### src/rtl/eth_pkg.sv
// Shared types and constants for the RMII receive frame controller.
package eth_pkg;

  typedef enum logic [2:0] {
    IDLE,
    HDR,
    PASS,
    DISCARD,
    WAIT_CRC,
    DONE
  } rx_state_t;

  localparam logic [47:0] BCAST_MAC       = 48'hFFFF_FFFF_FFFF;
  localparam int unsigned DIBITS_PER_BYTE = 4;
  localparam int unsigned MAC_DIBITS      = 24;

endpackage

### src/rtl/sat_counter.sv
// Width-parameterised saturating up-counter with increment enable.
// Only compiled when RX_STATS_EN is defined (statistics build).
`ifdef RX_STATS_EN
module sat_counter #(
  parameter int unsigned WIDTH = 16
) (
  input  logic             clk,
  input  logic             rst,
  input  logic             inc,
  output logic [WIDTH-1:0] count
);

  logic [WIDTH-1:0] count_q, count_d;

  always_comb begin
    count_d = count_q;
    if (inc && (count_q != '1)) count_d = count_q + WIDTH'(1);
  end

  always_ff @(posedge clk) begin
    if (rst) count_q <= '0;
    else     count_q <= count_d;
  end

  assign count = count_q;

endmodule
`endif

### src/rtl/rx_frame_ctrl.sv
// Per-frame RMII receive sequencer: dest-MAC filter, length/alignment checks,
// CRC verdict wait, one commit/drop pulse per frame. Statistics under RX_STATS_EN.
module rx_frame_ctrl
  import eth_pkg::*;
#(
  parameter logic [47:0] MY_MAC      = 48'h69_69_5A_06_54_91,
  parameter int unsigned MIN_BYTES   = 64,
  parameter int unsigned CRC_TIMEOUT = 8,
  parameter int unsigned CNT_W       = 16
) (
  input  logic             clk,
  input  logic             rst,
  input  logic             axiiv,
  input  logic [1:0]       axiid,
  input  logic             crc_done,
  input  logic             crc_ok,
  output logic             axiov,
  output logic [1:0]       axiod,
  output logic             commit,
  output logic             drop,
  output logic             busy,
  output logic [CNT_W-1:0] frame_count,
  output logic [CNT_W-1:0] drop_count
);

  localparam int unsigned TMR_W   = $clog2(CRC_TIMEOUT + 1);
  localparam logic [12:0] CNT_MAX = '1;

  rx_state_t        state_q, state_d;
  logic             prev_valid_q;
  logic [12:0]      cnt_q, cnt_d, cnt_inc, byte_len;
  logic             aligned;
  // Top dibit of the address is never stored: the compare uses the live dibit.
  logic [45:0]      dest_q, dest_d;
  logic [47:0]      dest_full;
  logic [TMR_W-1:0] tmr_q, tmr_d;
  logic             axiov_q, axiov_d;
  logic [1:0]       axiod_q, axiod_d;
  logic             commit_q, commit_d;
  logic             drop_q, drop_d;

  always_comb begin
    dest_full = {dest_q, axiid};
    cnt_inc   = (cnt_q == CNT_MAX) ? cnt_q : cnt_q + 13'd1;
    byte_len  = cnt_q / 13'(DIBITS_PER_BYTE);
    aligned   = (cnt_q % 13'(DIBITS_PER_BYTE)) == '0;

    state_d  = state_q;
    cnt_d    = cnt_q;
    dest_d   = dest_q;
    tmr_d    = tmr_q;
    axiov_d  = 1'b0;
    axiod_d  = axiod_q;
    commit_d = 1'b0;
    drop_d   = 1'b0;

    case (state_q)
      IDLE: begin
        if (axiiv && !prev_valid_q) begin
          state_d = HDR;
          cnt_d   = 13'd1;
          dest_d  = dest_full[45:0];
          axiov_d = 1'b1;
          axiod_d = axiid;
        end
      end
      HDR: begin
        if (axiiv) begin
          cnt_d   = cnt_inc;
          dest_d  = dest_full[45:0];
          axiov_d = 1'b1;
          axiod_d = axiid;
          if (cnt_q == 13'(MAC_DIBITS - 1))
            state_d = (dest_full == MY_MAC || dest_full == BCAST_MAC) ? PASS : DISCARD;
        end else begin
          state_d = DONE;
          drop_d  = 1'b1;
        end
      end
      PASS: begin
        if (axiiv) begin
          cnt_d   = cnt_inc;
          axiov_d = 1'b1;
          axiod_d = axiid;
        end else if (!aligned || byte_len < 13'(MIN_BYTES)) begin
          state_d = DONE;
          drop_d  = 1'b1;
        end else begin
          state_d = WAIT_CRC;
          tmr_d   = '0;
        end
      end
      DISCARD: begin
        if (axiiv) begin
          cnt_d = cnt_inc;
        end else begin
          state_d = DONE;
          drop_d  = 1'b1;
        end
      end
      WAIT_CRC: begin
        if (crc_done) begin
          state_d  = DONE;
          commit_d = crc_ok;
          drop_d   = !crc_ok;
        end else if (tmr_q == TMR_W'(CRC_TIMEOUT - 1)) begin
          state_d = DONE;
          drop_d  = 1'b1;
        end else begin
          tmr_d = tmr_q + TMR_W'(1);
        end
      end
      DONE:    state_d = IDLE;
      default: state_d = IDLE;
    endcase
  end

  // prev_valid resets high so a frame already running at reset is skipped whole.
  always_ff @(posedge clk) begin
    if (rst) begin
      state_q      <= IDLE;
      prev_valid_q <= 1'b1;
      cnt_q        <= '0;
      dest_q       <= '0;
      tmr_q        <= '0;
      axiov_q      <= 1'b0;
      axiod_q      <= '0;
      commit_q     <= 1'b0;
      drop_q       <= 1'b0;
    end else begin
      state_q      <= state_d;
      prev_valid_q <= axiiv;
      cnt_q        <= cnt_d;
      dest_q       <= dest_d;
      tmr_q        <= tmr_d;
      axiov_q      <= axiov_d;
      axiod_q      <= axiod_d;
      commit_q     <= commit_d;
      drop_q       <= drop_d;
    end
  end

  assign axiov  = axiov_q;
  assign axiod  = axiod_q;
  assign commit = commit_q;
  assign drop   = drop_q;
  assign busy   = (state_q != IDLE);

`ifdef RX_STATS_EN
  sat_counter #(.WIDTH(CNT_W)) u_frame_cnt (
    .clk   (clk),
    .rst   (rst),
    .inc   (commit_q),
    .count (frame_count)
  );

  sat_counter #(.WIDTH(CNT_W)) u_drop_cnt (
    .clk   (clk),
    .rst   (rst),
    .inc   (drop_q),
    .count (drop_count)
  );
`else
  assign frame_count = '0;
  assign drop_count  = '0;
`endif

endmodule

### config.mk
export PLATFORM = sky130hd
export DESIGN_NAME = rx_frame_ctrl
export DESIGN_NICKNAME = d
export VERILOG_FILES = /design/src/rtl/eth_pkg.sv /design/src/rtl/sat_counter.sv /design/src/rtl/rx_frame_ctrl.sv
export SDC_FILE = /design/constraint.sdc
export NUM_CORES = 1
export LEC_CHECK = 0
export CAP_MARGIN = 40
export CELL_PAD_IN_SITES_DETAIL_PLACEMENT = 1
export CELL_PAD_IN_SITES_GLOBAL_PLACEMENT = 1
export CORE_ASPECT_RATIO = 0.6
export CORE_MARGIN = 2
export CORE_UTILIZATION = 35
export CTS_CLUSTER_DIAMETER = 30
export CTS_CLUSTER_SIZE = 25
export DETAILED_ROUTE_END_ITERATION = 10
export GPL_TIMING_DRIVEN = 0
export PLACE_DENSITY = 0.77
export SLEW_MARGIN = 25
export SYNTH_ARGS = -nofsm -noshare
export SYNTH_HDL_FRONTEND = slang
export SYNTH_SLANG_ARGS = --single-unit
### constraint.sdc
create_clock -name clk -period 2.1 [get_ports clk]
set_input_delay 0.42 -clock clk [delete_from_list [all_inputs] [get_ports clk]]
set_output_delay 0.42 -clock clk [all_outputs]
set_load 0.005 [all_outputs]
==> run_results.csv <==
group,metric,value,unit
layout,area_delta_synth_final,22.9,%
drt,num_vias,2996,
timing,fin_crit_sh,99.1,%
power,p_int,2.59,mW
synth,synth.distinct_cells,44,
synth,syn_area,0.00332,mm2
drt,via_per_inst,4.90,
layout,final_cells,611,
power,switching_share,28.8,%
place,place.gp.congestion,0.855,
global_routing,grt_pass1_vias,3036,
power,power_frac_comb,19.9,%
clock_network,clk_latency,330,ps
critical_path,start_kind,"flip-flop",
floorplanning,die_w,130,um
timing,period_needed,2080,ps
floorplanning,placement_rows,27,
critical_path,critPathMaxFanout,2,
timing,final_hold_viol_count,0,
power,finalPower,3.64,mW
global_routing,grt-ovfl-total,0,
synth,synth_edf_count,0,
layout,antennaDiodeCount,0,
layout,fin_nets,488,
place,io_buffer_count,11,
drt,drtIter0Drc,130,
global_routing,gr-usage-all-layers,19.0,%
floorplanning,core,0.00919,mm2
worst_hold_path,hold_class,"flip-flop to flip-flop",
timing,whs,460,ps
clock_network,clk_pin_slew,50,ps
layout,final_common_cell,"nand2_1",
synth,ys_async_sr_fraction,0,%
floorplanning,die_area,0.0103,mm2
layout,drive_above_1_share,16.4,%
synth,yosys_warnings,0,
power,p_leak,1.48,nW
clock_network,htree_levels,3,
drt,finalWirelength,9300,um
power,clockPowerShare,39.8,%
floorplanning,io_pins,45,
global_routing,grt_pass1_wl,15100,um
clock_network,cts_made_buffers,9,
global_routing,grt_antenna_before_repair,0,
layout,layout_common_cells,"nand2_1, dfxtp_1, a21oi_1",
drt,route.detailed.drc,0,
synth,synthCells,423,
power,cellPowerDensity,892,mW/mm2
critical_path,critical_path_class,"flip-flop to flip-flop",
outcome,status,"finished, final reports clean",
timing,worst_pin_slew,629,ps
drt,wl_per_cell,15.2,um
clock_network,ctsHoldBuffers,0,
timing,setup_violations,0,
job,drv_cap,0,
drt,antenna_left,0,
place,placed_cells_incl_taps,596,
timing,slew_viol_final,0,
synth,avgSynthCellArea,7.85,um2
power,p_seq_share,40.2,%
power,p_sw,1.05,mW
timing,fmax,0.480,GHz
clock_network,root_buffer,"clkbuf_16",
global_routing,grt_max_degree,12,
timing,fin_worst_skew,4.44,ps
clock_network,clock-sinks,72,
critical_path,worstPathRequired,2360,ps
critical_path,endpoint_kind,"flip-flop",
power,ir_drop,0.520,mV
floorplanning,die-height,79.5,um
floorplanning,initial_utilization,36.2,%
critical_path,cp.arrival,2340,ps
critical_path,worst-r2r-setup-slack,20,ps
clock_network,clockBufferDepth,2,
synth,ys_ff_latch,72,
synth,synth_flop_cell,"dfxtp_1",
clock_network,cts_tree,"built",
timing,relSlewSlack,57.0,%
place,hpwl,6880,um
synth,yosysSeqAreaShare,43.4,%
drt,dr.pass1.iters,4,
## state kept, by name, indices dropped and copies added (netlist names)
| name | cells |
|---|---|
| axiod | 2 |
| axiov | 1 |
| cnt_q | 13 |
| commit | 1 |
| dest_q | 46 |
| drop | 1 |
| prev_valid_q | 1 |
| state_q | 3 |
| tmr_q | 4 |
## layer usage
metal  wire length, um  vias up  share of wire [%]  GRT usage (%)
met5                 0        -                  0              0
met4               142        0                1.5           6.24
met3               238       12                2.6           4.89
met2              4320       35                 46           30.7
met1              4600     1442                 49           24.9
li1                  -     1507                  -              -
## Yosys cell counts, types with 2 or more instances
library cell,number,share of area [%]
a2111oi_0,5,1.3
a211o_1,2,0.53
a211oi_1,6,1.4
a21oi_1,53,8.0
and3_1,2,0.38
buf_4,32,7.2
clkbuf_1,22,2.5
dfxtp_1,72,43
ha_1,3,1.1
inv_1,5,0.57
nand2_1,106,12
nand2b_1,4,0.75
nand3_1,8,1.2
nand3b_1,2,0.45
nand4_1,16,3.0
nand4b_1,3,0.79
nor2_1,21,2.4
nor2b_1,2,0.38
nor3_1,5,0.75
nor4_1,10,1.9
o211ai_1,2,0.45
o21ai_0,3,0.45
or2_2,2,0.38
or3_1,3,0.57
or4_1,4,0.90
xnor2_1,11,2.9
xor2_1,2,0.53
## timing repair
item	4_1_cts	5_1_grt
endpoints found under the setup margin	53	6
setup buffers	4	0
gates resized for setup	34	3
pin swaps	3	0
## power groups by stage
stage               Clock [mW]  Combinational, mW  Sequential (mW)
global route              1.54              0.808             1.47
CTS                       1.48              0.715             1.46
detailed placement           0              0.669             1.49
finish                    1.45              0.726             1.47
global placement             0              0.646             1.49
floorplan                    0              0.453             1.48
## per-stage QoR
step,utilization [%],setup slack (ps),TNS [ps],instance area [um2]
after CTS,44.4,40.4,0,4080
after detailed placement,40.4,-741,-35590,3710
after global placement,40.4,-774,-32110,3710
after global routing,44.4,-10.9,-10.9,4080
after floorplan,-,53.2,0,3440
final,44.4,18.5,0,4080
## cell families (layout without fill, tap and decap cells)
| family | after synthesis | in the layout | share of synthesized area [%] |
|---|---|---|---|
| and+or+nand+nor | 195 | 195 | 27.6 |
| AOI/OAI and AO/OA | 79 | 79 | 13.9 |
| DFF | 72 | 72 | 43.4 |
| buffers and inverters | 60 | 87 | 10.4 |
| xor gates and xnor gates | 13 | 13 | 3.43 |
| adders and majority gates | 3 | 3 | 1.13 |
| other | 1 | 32 | 0.113 |
## final cells by class
cell class              count  area, um2
clock inverters             4       47.5
inverters                   5       18.8
plain buffers              52        358
fillers                  1159       5100
multi-input cells         322       1680
repair buffers             16        141
well taps                 130        163
flip-flops and latches     72       1450
clock buffers              10        229
## critical path: stages (launching register included)
cell and delay [ps]:
dfxtp_2 330, or4_4 550, or4_4 530, and3_4 210, or3_1 310, o211ai_1 90
## worst paths after layout
check	startpoint	to	depth (start not counted)
hold reg to reg	axiod[0]	axiod[0]	2
hold / removal	axiod[0]	axiod[0]	2
setup / recovery	cnt_q[3]	state_q[0]	5
setup reg to reg	cnt_q[3]	state_q[0]	5
(Power assumes the default switching activity.)
